==> config.mk <==
export PLATFORM = sky130hd
export DESIGN_NAME = conv_mac_3_flat
export DESIGN_NICKNAME = d
export VERILOG_FILES = /design/src/rtl/conv_mac_3_pkg.sv /design/src/rtl/conv_mac_3_if.sv /design/src/rtl/conv_mac_3_sat_shift.sv /design/src/rtl/conv_mac_3.sv /design/src/flat_wrapper.sv
export SDC_FILE = /design/constraint.sdc
export NUM_CORES = 1
export LEC_CHECK = 0
export CAP_MARGIN = 20
export CORE_UTILIZATION = 30
export CTS_BUF_LIST = sky130_fd_sc_hd__clkbuf_16
export DETAILED_ROUTE_END_ITERATION = 8
export PLACE_DENSITY = 0.52
export SYNTH_ARGS = -nofsm -noshare
export SYNTH_HDL_FRONTEND = slang
export SYNTH_SLANG_ARGS = --single-unit
==> constraint.sdc <==
create_clock -name ap_clk -period 10.2 [get_ports ap_clk]
set_input_delay 2.04 -clock ap_clk [delete_from_list [all_inputs] [get_ports ap_clk]]
set_output_delay 2.04 -clock ap_clk [all_outputs]
set_load 0.05 [all_outputs]
==> src/rtl/conv_mac_3_pkg.sv <==
// rtl/conv_mac_3_pkg.sv - shared layer-3 sizes and FSM state type for conv_mac_3
package conv_mac_3_pkg;

  // Layer-3 kernel size and coefficient width shared with the weight streamer
  localparam int KERN_S_3    = 9;
  localparam int COEFF_WIDTH = 8;
  localparam int DATA_W_3    = 16;
  localparam int SHIFT_3     = 8;

  typedef enum logic [0:0] {
    ACC  = 1'b0,
    EMIT = 1'b1
  } state_t;

  // Accumulator wide enough that KERN_S full-scale products never overflow
  function automatic int acc_width(input int coeff_w, input int data_w, input int kern_s);
    return coeff_w + data_w + $clog2(kern_s);
  endfunction

endpackage

==> src/rtl/conv_mac_3_if.sv <==
// rtl/conv_mac_3_if.sv - ap_fifo weight/pixel read ports and result write port
interface conv_mac_3_if #(
  parameter int COEFF_W = 8,
  parameter int DATA_W  = 16
) ();

  logic [COEFF_W-1:0] weight_V_dout;
  logic               weight_V_empty_n;
  logic               weight_V_read;

  logic [DATA_W-1:0]  pixel_V_dout;
  logic               pixel_V_empty_n;
  logic               pixel_V_read;

  logic [DATA_W-1:0]  output_V_din;
  logic               output_V_full_n;
  logic               output_V_write;

  // Surrounding FIFOs: supply data and status, observe pops and pushes
  modport master (
    output weight_V_dout, weight_V_empty_n,
    output pixel_V_dout, pixel_V_empty_n,
    output output_V_full_n,
    input  weight_V_read, pixel_V_read,
    input  output_V_din, output_V_write
  );

  // The MAC engine
  modport slave (
    input  weight_V_dout, weight_V_empty_n,
    input  pixel_V_dout, pixel_V_empty_n,
    input  output_V_full_n,
    output weight_V_read, pixel_V_read,
    output output_V_din, output_V_write
  );

endinterface

==> src/rtl/conv_mac_3_sat_shift.sv <==
// rtl/conv_mac_3_sat_shift.sv - arithmetic right shift followed by signed clamp
module conv_mac_3_sat_shift #(
  parameter int IN_W  = 24,
  parameter int OUT_W = 16,
  parameter int SHIFT = 8
) (
  input  logic signed [IN_W-1:0] din,
  output logic [OUT_W-1:0]       dout
);

  // Output range limits expressed at input width so compares stay signed
  localparam logic signed [IN_W-1:0] MAX_V = {{(IN_W-OUT_W+1){1'b0}}, {(OUT_W-1){1'b1}}};
  localparam logic signed [IN_W-1:0] MIN_V = {{(IN_W-OUT_W+1){1'b1}}, {(OUT_W-1){1'b0}}};

  logic signed [IN_W-1:0] shifted;

  // Floor-shift (no rounding) then clamp into the signed output range
  always_comb begin
    shifted = din >>> SHIFT;
    if (shifted > MAX_V) begin
      dout = MAX_V[OUT_W-1:0];
    end else if (shifted < MIN_V) begin
      dout = MIN_V[OUT_W-1:0];
    end else begin
      dout = shifted[OUT_W-1:0];
    end
  end

endmodule

==> src/rtl/conv_mac_3.sv <==
// rtl/conv_mac_3.sv - layer-3 coefficient x pixel multiply-accumulate with saturated output
module conv_mac_3
  import conv_mac_3_pkg::*;
#(
  parameter int KERN_S  = KERN_S_3,
  parameter int COEFF_W = COEFF_WIDTH,
  parameter int DATA_W  = DATA_W_3,
  parameter int SHIFT   = SHIFT_3
) (
  input  logic         ap_clk,
  input  logic         ap_rst,
  conv_mac_3_if.slave  bus
);

  localparam int ACC_W  = acc_width(COEFF_W, DATA_W, KERN_S);
  localparam int PROD_W = COEFF_W + DATA_W;
  localparam int CNT_W  = (KERN_S > 1) ? $clog2(KERN_S) : 1;
  localparam logic [CNT_W-1:0] CNT_LAST = CNT_W'(KERN_S - 1);

  state_t                    state;
  state_t                    state_next;
  logic [CNT_W-1:0]          cnt;
  logic signed [ACC_W-1:0]   acc;
  logic signed [ACC_W-1:0]   acc_next;
  logic signed [ACC_W-1:0]   prod_ext;
  logic signed [PROD_W-1:0]  prod;
  logic [DATA_W-1:0]         result;
  logic [DATA_W-1:0]         sat_out;
  logic                      fire;
  logic                      last;

  // A pair is consumed only when both FIFOs have data; reset masks pops
  always_comb begin
    fire = !ap_rst && (state == ACC) && bus.weight_V_empty_n && bus.pixel_V_empty_n;
    last = (cnt == CNT_LAST);
  end

  // Product and next accumulator; the first pair of a sample reloads acc
  always_comb begin
    prod     = PROD_W'($signed(bus.weight_V_dout)) * PROD_W'($signed(bus.pixel_V_dout));
    prod_ext = ACC_W'(prod);
    acc_next = (cnt == '0) ? prod_ext : (acc + prod_ext);
  end

  conv_mac_3_sat_shift #(
    .IN_W  (ACC_W),
    .OUT_W (DATA_W),
    .SHIFT (SHIFT)
  ) u_sat_shift (
    .din  (acc_next),
    .dout (sat_out)
  );

  // FSM state register
  always_ff @(posedge ap_clk) begin
    if (ap_rst) begin
      state <= ACC;
    end else begin
      state <= state_next;
    end
  end

  // Next state: leave ACC after the last pair, leave EMIT once the push lands
  always_comb begin
    state_next = state;
    case (state)
      ACC:     if (fire && last) state_next = EMIT;
      EMIT:    if (bus.output_V_full_n) state_next = ACC;
      default: state_next = ACC;
    endcase
  end

  // Handshake outputs; din shows the held result for the whole EMIT stay
  always_comb begin
    bus.weight_V_read  = fire;
    bus.pixel_V_read   = fire;
    bus.output_V_write = !ap_rst && (state == EMIT) && bus.output_V_full_n;
    bus.output_V_din   = result;
  end

  // Pair counter, accumulator and captured result
  always_ff @(posedge ap_clk) begin
    if (ap_rst) begin
      cnt    <= '0;
      acc    <= '0;
      result <= '0;
    end else if (fire) begin
      acc <= acc_next;
      if (last) begin
        cnt    <= '0;
        result <= sat_out;
      end else begin
        cnt <= cnt + CNT_W'(1);
      end
    end
  end

endmodule
==> src/flat_wrapper.sv <==
// flat-port wrapper written by rule: the top's interface ports become plain ports
module conv_mac_3_flat import conv_mac_3_pkg::*;
#(
  parameter int KERN_S  = KERN_S_3,
  parameter int COEFF_W = COEFF_WIDTH,
  parameter int DATA_W  = DATA_W_3,
  parameter int SHIFT   = SHIFT_3
)
  (ap_clk, ap_rst, bus_weight_V_dout, bus_weight_V_empty_n, bus_pixel_V_dout, bus_pixel_V_empty_n, bus_output_V_full_n, bus_weight_V_read, bus_pixel_V_read, bus_output_V_din, bus_output_V_write);
  conv_mac_3_if #(.COEFF_W(COEFF_W), .DATA_W(DATA_W)) bus_i ();
  input  logic ap_clk;
  input  logic ap_rst;
  input wire logic [$bits(bus_i.weight_V_dout)-1:0] bus_weight_V_dout;
  input wire logic [$bits(bus_i.weight_V_empty_n)-1:0] bus_weight_V_empty_n;
  input wire logic [$bits(bus_i.pixel_V_dout)-1:0] bus_pixel_V_dout;
  input wire logic [$bits(bus_i.pixel_V_empty_n)-1:0] bus_pixel_V_empty_n;
  input wire logic [$bits(bus_i.output_V_full_n)-1:0] bus_output_V_full_n;
  output wire logic [$bits(bus_i.weight_V_read)-1:0] bus_weight_V_read;
  output wire logic [$bits(bus_i.pixel_V_read)-1:0] bus_pixel_V_read;
  output wire logic [$bits(bus_i.output_V_din)-1:0] bus_output_V_din;
  output wire logic [$bits(bus_i.output_V_write)-1:0] bus_output_V_write;
  assign bus_i.weight_V_dout = bus_weight_V_dout;
  assign bus_i.weight_V_empty_n = bus_weight_V_empty_n;
  assign bus_i.pixel_V_dout = bus_pixel_V_dout;
  assign bus_i.pixel_V_empty_n = bus_pixel_V_empty_n;
  assign bus_i.output_V_full_n = bus_output_V_full_n;
  assign bus_weight_V_read = bus_i.weight_V_read;
  assign bus_pixel_V_read = bus_i.pixel_V_read;
  assign bus_output_V_din = bus_i.output_V_din;
  assign bus_output_V_write = bus_i.output_V_write;
  conv_mac_3 #(.KERN_S(KERN_S), .COEFF_W(COEFF_W), .DATA_W(DATA_W), .SHIFT(SHIFT)) u_core (.ap_clk(ap_clk), .ap_rst(ap_rst), .bus(bus_i));
endmodule
After elaboration in Yosys (flattened, before gate mapping)
Cells that the tools add are included.
- reduce and logical (&&, ||, !) cells: 9
- add/subtract/negate cells: 2
- bitwise operators: 1
- order comparisons: 2
- eq/ne operators: 1
- $mul: 1
- muxes and demuxes: 7
- operators by type and width (operator ; number):
    $mux W16 ; 2
    $add A28 B24 Y28 ; 1
    $mux W28 ; 1
    $mul A8 B16 Y24 ; 1
    $gt A20 B16 Y1 const B ; 1
    $lt A20 B16 Y1 const B ; 1
    $logic_and A1 B1 Y1 ; 6
    $add A4 B1 Y4 const B ; 1
    $eq A4 B4 Y1 const B ; 1
    $logic_not A4 Y1 ; 1
    $mux W4 ; 1
    $mux W1 ; 2
    $pmux W1 S2 ; 1
    $reduce_and A2 Y1 ; 1
    $logic_not A1 Y1 ; 1
    $not A1 Y1 ; 1
- output and inout bits: 19
- flip-flop bits (word level): 49
- input bits: 29
- logic and storage cells: 27

Longest topological paths before layout
Gate-level depths: netlist (run 1).
- word-level depth: 7
- mapped depth: 30
- gate-level depth less buffers: 28

By module
From an unflattened synthesis (run 1), not the netlist that was laid out.
- cells, all modules: 1013
- area, all modules: 8325.5 sq um
- modules (own cells, without submodules) (module ; area each (sq um) ; seq. area each (sq um) ; cells an instance ; instances):
    conv_mac_3 ; 7855.0 ; 980.9 ; 953 ; 1
    conv_mac_3_sat_shift ; 470.5 ; 0.0 ; 60 ; 1

Worst setup path before layout (run 1)
Ideal clock, no wire load.
- path type: input to register
- from: input bus_weight_V_dout[7]
- to: register u_core.result[14] (netlist: u_core.bus.output_V_din[14])
- arrival time: 8.510 ns
- path slack: 1.571 ns
- required time: 10.081 ns
- setup time: 0.119 ns
- path buffers: 2
- stages: 28
- cells stage by stage: inv_1 > buf_1 > nor2_1 > fa_1 > fa_1 > fa_1 > inv_1 > fa_1 > inv_1 > ha_1 > a21oi_1 > o211ai_1 > a31oi_1 > o21ai_1 > a211oi_1 > o21bai_1 > a21oi_1 > xnor2_1 > ha_1 > nand2_1 > o21ai_0 > or3_2 > nor3_2 > and4b_4 > a21o_1 > o32a_4 > buf_12 > o2bb2ai_2
- cells in the longest elaborated chain, start to end: 6
- elaborated cells on any way between the ends: 7
- those cells by class: add/sub: 1; mul: 1; order compare: 2; mux: 3
- RTL lines (what ; line ; text):
    start: declaration ; flat_wrapper.sv:13 ; input wire logic [$bits(bus_i.weight_V_dout)-1:0] bus_weight_V_dout;
    $mul A8 B16 Y24 * ; conv_mac_3.sv:40 ; prod = PROD_W'($signed(bus.weight_V_dout)) * PROD_W'($signed(bus.pixel_V_dout));
    $add A28 B24 Y28 ; conv_mac_3.sv:42 ; acc_next = (cnt == '0) ? prod_ext : (acc + prod_ext);
    $mux W28 * ; conv_mac_3.sv:42 ;
    $lt A20 B16 Y1 ; conv_mac_3_sat_shift.sv:22 ; end else if (shifted < MIN_V) begin
    $mux W16 ; conv_mac_3_sat_shift.sv:22 ;
    $mux W16 * ; conv_mac_3_sat_shift.sv:20 ; if (shifted > MAX_V) begin
    end signal: assignment ; conv_mac_3.sv:91 ; result <= sat_out;
    end: declaration ; conv_mac_3.sv:27 ; logic [DATA_W-1:0] result;
Every way passes the cells marked *; elsewhere a longest branch is shown, timed or not.
A chain may end at the register's enable or synchronous reset.

Worst setup path in the final report (run 1)
- from: input bus_pixel_V_dout[0]
- to: register u_core.result[1] (netlist: u_core.bus.output_V_din[1])
- cells in the longest elaborated chain, start to end: 6
- elaborated cells on any way between the ends: 7
- those cells by class: add/sub: 1; mul: 1; order compare: 2; mux: 3
- RTL lines (what ; line ; text):
    start: declaration ; flat_wrapper.sv:15 ; input wire logic [$bits(bus_i.pixel_V_dout)-1:0] bus_pixel_V_dout;
    $mul A8 B16 Y24 * ; conv_mac_3.sv:40 ;
    $add A28 B24 Y28 ; conv_mac_3.sv:42 ;
    $mux W28 * ; conv_mac_3.sv:42 ;
    $lt A20 B16 Y1 ; conv_mac_3_sat_shift.sv:22 ;
    $mux W16 ; conv_mac_3_sat_shift.sv:22 ;
    $mux W16 * ; conv_mac_3_sat_shift.sv:20 ;
Marks and branches as above.

==> results of run 1 <==
==> worst paths after layout <==
path | end | slack, ns | cells past startpoint
setup / recovery | u_core.bus.output_V_din[1] | 0.61 | 27
hold / removal | u_core.acc[26] | 0.46 | 2
hold reg to reg | u_core.acc[26] | 0.46 | 2
setup reg to reg | u_core.bus.output_V_din[1] | 6.94 | 11
==> per-layer routing <==
metal	GRT usage [%]	vias up	routed length, um	part of all wire (%)
met5	0	-	0	0
met4	2.23	0	205	1.0
met3	1.21	12	273	1.4
met2	29.0	48	10500	52
met1	18.6	3368	9170	45
li1	-	3440	-	-
==> metrics by stage <==
stage | instance area, sq um | setup slack, ns | hold slack, ns | std cells
finish | 9450 | 0.608 | 0.464 | 1436
CTS | 9450 | 0.569 | 0.468 | 1436
global route | 9450 | 0.0454 | 0.488 | 1436
global placement | 9280 | 0.251 | 0.452 | 1428
detailed placement | 9280 | 0.316 | 0.458 | 1428
floorplan | 8450 | 1.57 | 0.434 | 1027
==> worst min-delay path: cells and delay by family, from the launching register on <==
| family | cells | cell delay, ns |
|---|---|---|
| simple gates | 2 | 0.10 |
| flops | 1 | 0.32 |
==> area by class of cell <==
class / count / area, sq um
fill: 3000 / 18300
multi-input combinational: 785 / 6690
sequential: 49 / 981
inverter: 161 / 604
timing repair buffer: 55 / 531
tap: 378 / 473
clock buffer: 5 / 125
clock inverter: 3 / 46.3
==> cells by family (layout without fill, tap and decap cells) <==
kind of cell / after synthesis / in the layout
AND/OR/NAND/NOR: 327 / 327
AO/OA/AOI/OAI: 224 / 224
buffers and inverters: 193 / 224
adder cells (fa/ha/maj): 180 / 180
flip-flops: 49 / 49
XOR/XNOR: 48 / 48
multiplexers: 6 / 6
==> state kept, by name, indices dropped and copies added (netlist names) <==
name / count
u_core.cnt: 4
u_core.bus.output_V_din: 16
u_core.acc: 28
u_core.state: 1
==> cell usage after synthesis (6+ instances only) <==
master / number / share of area (%)
a211oi_1: 10 / 0.89
fa_1: 104 / 25
dfxtp_1: 49 / 12
nor2_1: 76 / 3.4
o21ai_0: 47 / 2.8
nand2b_1: 6 / 0.44
clkbuf_1: 24 / 1.1
o21a_1: 7 / 0.62
nand2_1: 91 / 4.0
nand3_1: 20 / 1.2
xnor2_1: 30 / 3.1
nor3_1: 10 / 0.59
o211ai_1: 17 / 1.5
inv_1: 161 / 7.2
ha_1: 76 / 11
o2bb2ai_2: 10 / 1.8
a21oi_1: 66 / 3.9
nand4_1: 6 / 0.44
a21o_1: 17 / 1.5
xor2_1: 17 / 1.8
and2_1: 90 / 6.7
==> impl_results.md, run 1 <==
- Status: complete, no violations
- Crit path buf inv count: 4
- First-pass GRT wire length: between 30 and 40 mm
- CTS tree: yes
- Num ports: 48
- Post-CTS Resized: 0
- Final global-route overflow total: 0
- Fin crit period: approximately 9.6 ns
- Hold Buf Count CTS: 0
- Critical path required time: 10.38 ns
- Total CTS buffers: 5
- Post-synthesis compound-gate area fraction: 18.1%
- Final Cycle Share: a little over nine tenths
- Die height: between 150 and 200 um
- Number of synthesized register bits: between 40 and 50
- Cells after Synth: around 1000
- Worst skew pair latency: around 0.30 ns
- GPL Wtd Cong: roughly 0.80
- Critical path class: input port to flop
- Synth Warn #: 0
- Register area share after synthesis: 11.6%
- Synth unique cells: 76
- Unrepaired setup endpoints after global routing: no
- Setup Viol. Count Final: 0
- Finished Core Util: between 30% and 40%
- Syn Area/Cell: 8.23 sq um
- Reg clk slew, reported paths: roughly 0.07 ns
- Post-Syn Nets: ~1200
- R2r startpoint: u_core.acc[0]
- Max-cap violations: 0
- Core area: ~28000 sq um
- Setup TNS: 0 ns
- Fmax: ~100 MHz
- Largest net degree at the start of global routing: between 40 and 50
- Initial Util: between 30% and 40%
- Layout Nets: around 1300
- Area growth syn-to-layout: 11.8%
- Share of layout cells above drive strength 1: roughly 5.3%
- Min-Delay Startpoint: u_core.acc[26]
- Asr flop ratio synth: 0%
- H-tree depth: 2
- Simple-gate share of the synthesized area: between 10% and 20%
- First-pass DRT Iterations: 4
- WL final: roughly 20 mm
- Crit path from: bus_pixel_V_dout[0]
- Commonest cells after routing, fill and taps aside: inv_1, fa_1, nand2_1
- Routed Antenna Nets: 0
- DRC viols: 0
- HP Class: flop to flop
- Vias: just under 7000
- Post-Synth XOR/XNOR Area: 5.06%
- Die W: approximately 170 um
- Max-slew violations: 0
- WL/cell: between 10 and 15 um
- Max_slew headroom: about 37%
- Mux share of post-synthesis cell area: less than 1%
- Site Rows: 61
- Detail Placement HPWL: 16.3 mm
- Detailed Route Iter0 Violations: 300
- Clock Tree Root: clkbuf_16
- Commonest non-fill, non-tap cell in the layout: inv_1
- CP Capture Type: flop
- Crit-path max FO: 15
- CP top delay family: adder cells
- Post-CTS setup buffer count: 0
- Post-synthesis adder-cell area fraction: roughly 36%
- Max Root-Sink Buffers: 2
- Gr usage total: 15.1%
- Vias in the first global route: between 7000 and 8000
- Skew final: 0.0111 ns
- Main combinational cell family by area after synthesis: adder cells
- CP arrival: between 9 and 10 ns
- Top cell by count, worst path: fa_1
- Sink Count: 49
- EDFF count, synth: 0
- Top FF cell, synth: dfxtp_1
- CP max-delay cell: clkdlybuf4s50_1
- Synth Cell Area: roughly 8500 sq um
- Final hold vios: 0
- Die footprint: slightly below 30000 sq um
- Startpoint types: input port
- IO Port Bufs: 47
- Initial antenna violation count: 0
- Inserted Diodes: 0
- Largest stage delay on the critical path: 0.63 ns
- Worst-Margin Slew: approximately 0.94 ns
- DR vias/cell: between 4 and 5
Power of run 1 is not shown: default switching activity piles up to over one toggle a cycle in this logic, so the estimate is an artifact.
==> run 2, diff against run 1 <==
--- a/config.mk
+++ b/config.mk
@@ -9,7 +9,6 @@
 export CORE_UTILIZATION = 30
 export CTS_BUF_LIST = sky130_fd_sc_hd__clkbuf_16
 export DETAILED_ROUTE_END_ITERATION = 8
-export PLACE_DENSITY = 0.52
 export SYNTH_ARGS = -nofsm -noshare
 export SYNTH_HDL_FRONTEND = slang
 export SYNTH_SLANG_ARGS = --single-unit
==> run 2 against run 1 <==
  * Critical endpoint is now u_core.bus.output_V_din[3]
  * Via count up 0.89%
  * Highest routed layer unchanged
  * Non-clock buffer count fell by 1
  * Final area about the same
==> impl_results.md, run 2 (synthesized netlist as in run 1, its figures left out) <==
- Clock Tree Root: clkbuf_16 (unchanged)
- Pre-CTS WS: 0.295 ns (was 0.316 ns)
- Crit-path max FO: 16 (was 15)
- HP Class: flop to flop (unchanged)
- Fin crit period: 9.66 ns (was 9.59 ns)
- Final Cycle Share: 94.7% (was 94.0%)
- CP arrival: 9.85 ns (was 9.77 ns)
- Hold Buf Count CTS: 0 (unchanged)
- Initial antenna violation count: 1 (was 0)
- Final global-route overflow total: 0 (unchanged)
- Top cell by count, worst path: fa_1 (unchanged)
- DR vias/cell: 4.83 (was 4.78)
- Max-cap violations: 0 (unchanged)
- Reg2Reg Setup Slack: 7.02 ns (was 6.94 ns)
- Worst R2R Path Depth: 11 (unchanged)
- H-tree depth: 2 (unchanged)
- Detailed Route Iter0 Violations: 319 (was 300)
- Gr usage total: 14.6% (was 15.1%)
- WL/cell: 13.8 um (was 14.0 um)
- Reg clk slew, reported paths: 0.06 ns (was 0.07 ns)
- Fmax: 104 MHz (about the same)
- Routed Antenna Nets: 0 (unchanged)
- Status: complete, no violations (unchanged)
- Biggest register: u_core.acc (unchanged)
- Largest stage delay on the critical path: 0.87 ns (was 0.63 ns)
- Post-CTS setup buffer count: 0 (unchanged)
- R2r endpoint: u_core.bus.output_V_din[3] (was u_core.bus.output_V_din[1])
- Hold path depth: 2 (unchanged)
- Sink Count: 49 (unchanged)
- Critical path class: input port to flop (unchanged)
- Share of layout cells above drive strength 1: 5.20% (was 5.29%)
- GPL Wtd Cong: 0.851 (was 0.803)
- Die W: 170 um (unchanged)
- Vias in the first global route: 7151 (was 7334)
- Worst-Margin Slew: 0.885 ns (was 0.941 ns)
- Setup Viol. Count Final: 0 (unchanged)
- IO Port Bufs: 47 (unchanged)
- Die height: 170 um (unchanged)
- WL final: 19.8 mm (was 20.2 mm)
- DRC viols: 0 (unchanged)
- Area growth syn-to-layout: 11.7% (was 11.8%)
- Startpoint types: input port (unchanged)
- Worst skew pair latency: 0.30 ns (about the same)
- Placed instance area: 9270 sq um (was 9280 sq um)
- Hold Path End: u_core.acc[9] (was u_core.acc[26])
- Layout Nets: 1265 (was 1266)
- Initial Util: 30.4% (unchanged)
- Fin area: 9440 sq um (was 9450 sq um)
- Total CTS buffers: 5 (unchanged)
- Critical path required time: 10.38 ns (about the same)
- Commonest non-fill, non-tap cell in the layout: inv_1 (unchanged)
- Detail Placement HPWL: 15.8 mm (was 16.3 mm)
- Unrepaired setup endpoints after global routing: no (unchanged)
- First-pass DRT Iterations: 4 (unchanged)
- Max_slew headroom: 40.8% (was 37.1%)
- Placed Cells: 1427 (was 1428)
- Fin cells: 1435 (was 1436)
- CP max-delay cell: clkdlybuf4s50_1 (unchanged)
- CTS tree: yes (unchanged)
- Max Root-Sink Buffers: 2 (unchanged)
- Vias: 6929 (was 6868)
- Inserted Diodes: 0 (unchanged)
- Min-Delay Startpoint: u_core.acc[9] (was u_core.acc[26])
- Setup TNS: 0 ns (unchanged)
- Core area: 27800 sq um (unchanged)
- CP Capture Type: flop (unchanged)
- R2r startpoint: u_core.acc[0] (unchanged)
- Largest net degree at the start of global routing: 43 (unchanged)
- Max reg flops: 28 (unchanged)
- First-pass GRT wire length: 34.1 mm (was 35.5 mm)
- Die footprint: 28800 sq um (unchanged)
- Num ports: 48 (unchanged)
- Final hold vios: 0 (unchanged)
- Post-CTS Resized: 0 (unchanged)
- Commonest cells after routing, fill and taps aside: inv_1, fa_1, nand2_1 (unchanged)
- Max-slew violations: 0 (unchanged)
- Site Rows: 61 (unchanged)
- Skew final: 0.0118 ns (was 0.0111 ns)
- Post-route setup slack: 0.539 ns (was 0.608 ns)
==> run 2: cell types whose count changed in the layout (fill, tap and decap cells not counted) <==
cell | previous run | this run
buf_4 | 8 | 7
==> run 2: worst max-delay path by stage <==
| stage | slack (ns) | to | startpoint |
|---|---|---|---|
| global route | 0.09 | u_core.bus.output_V_din[3] | bus_weight_V_dout[6] |
| CTS | 0.56 | u_core.bus.output_V_din[3] | bus_weight_V_dout[6] |
| floorplan | 1.57 | u_core.bus.output_V_din[14] | bus_weight_V_dout[7] |
| finish | 0.54 | u_core.bus.output_V_din[3] | bus_weight_V_dout[4] |
| global placement | 0.43 | u_core.bus.output_V_din[0] | bus_weight_V_dout[4] |
| detailed placement | 0.29 | u_core.bus.output_V_din[3] | bus_weight_V_dout[6] |
==> run 2: area by class of cell <==
class	count	area, sq um
multi-input cells	785	6690
inverters	161	604
repair buffers	54	523
clock inverters	3	46.3
fillers	2935	18300
well taps	378	473
flip-flops and latches	49	981
clock buffers	5	125
==> run 2: critical path: cells and delay by family <==
kind	cells	cell delay [ns]
adders and majority gates	6	2.78
AOI/OAI and AO/OA	11	2.67
and+or+nand+nor	5	1.12
buffers and inverters	4	1.03
xor gates and xnor gates	1	0.16
==> run 2: per-stage QoR <==
step                      hold slack, ns  utilization (%)
after CTS                          0.464             34.0
after global placement             0.450             33.4
after global routing               0.485             34.0
after detailed placement           0.453             33.4
after floorplan                    0.434                -
final                              0.462             34.0
==> run 2: per-layer routing <==
| metal | vias to the layer above | GRT usage, % | part of all wire, % |
|---|---|---|---|
| li1 | 3428 | - | - |
| met1 | 3398 | 17.1 | 44 |
| met2 | 70 | 27.8 | 52 |
| met3 | 33 | 1.28 | 1.3 |
| met4 | 0 | 4.66 | 2.7 |
| met5 | - | 0 | 0 |
Power of run 2 is left out for the same reason.
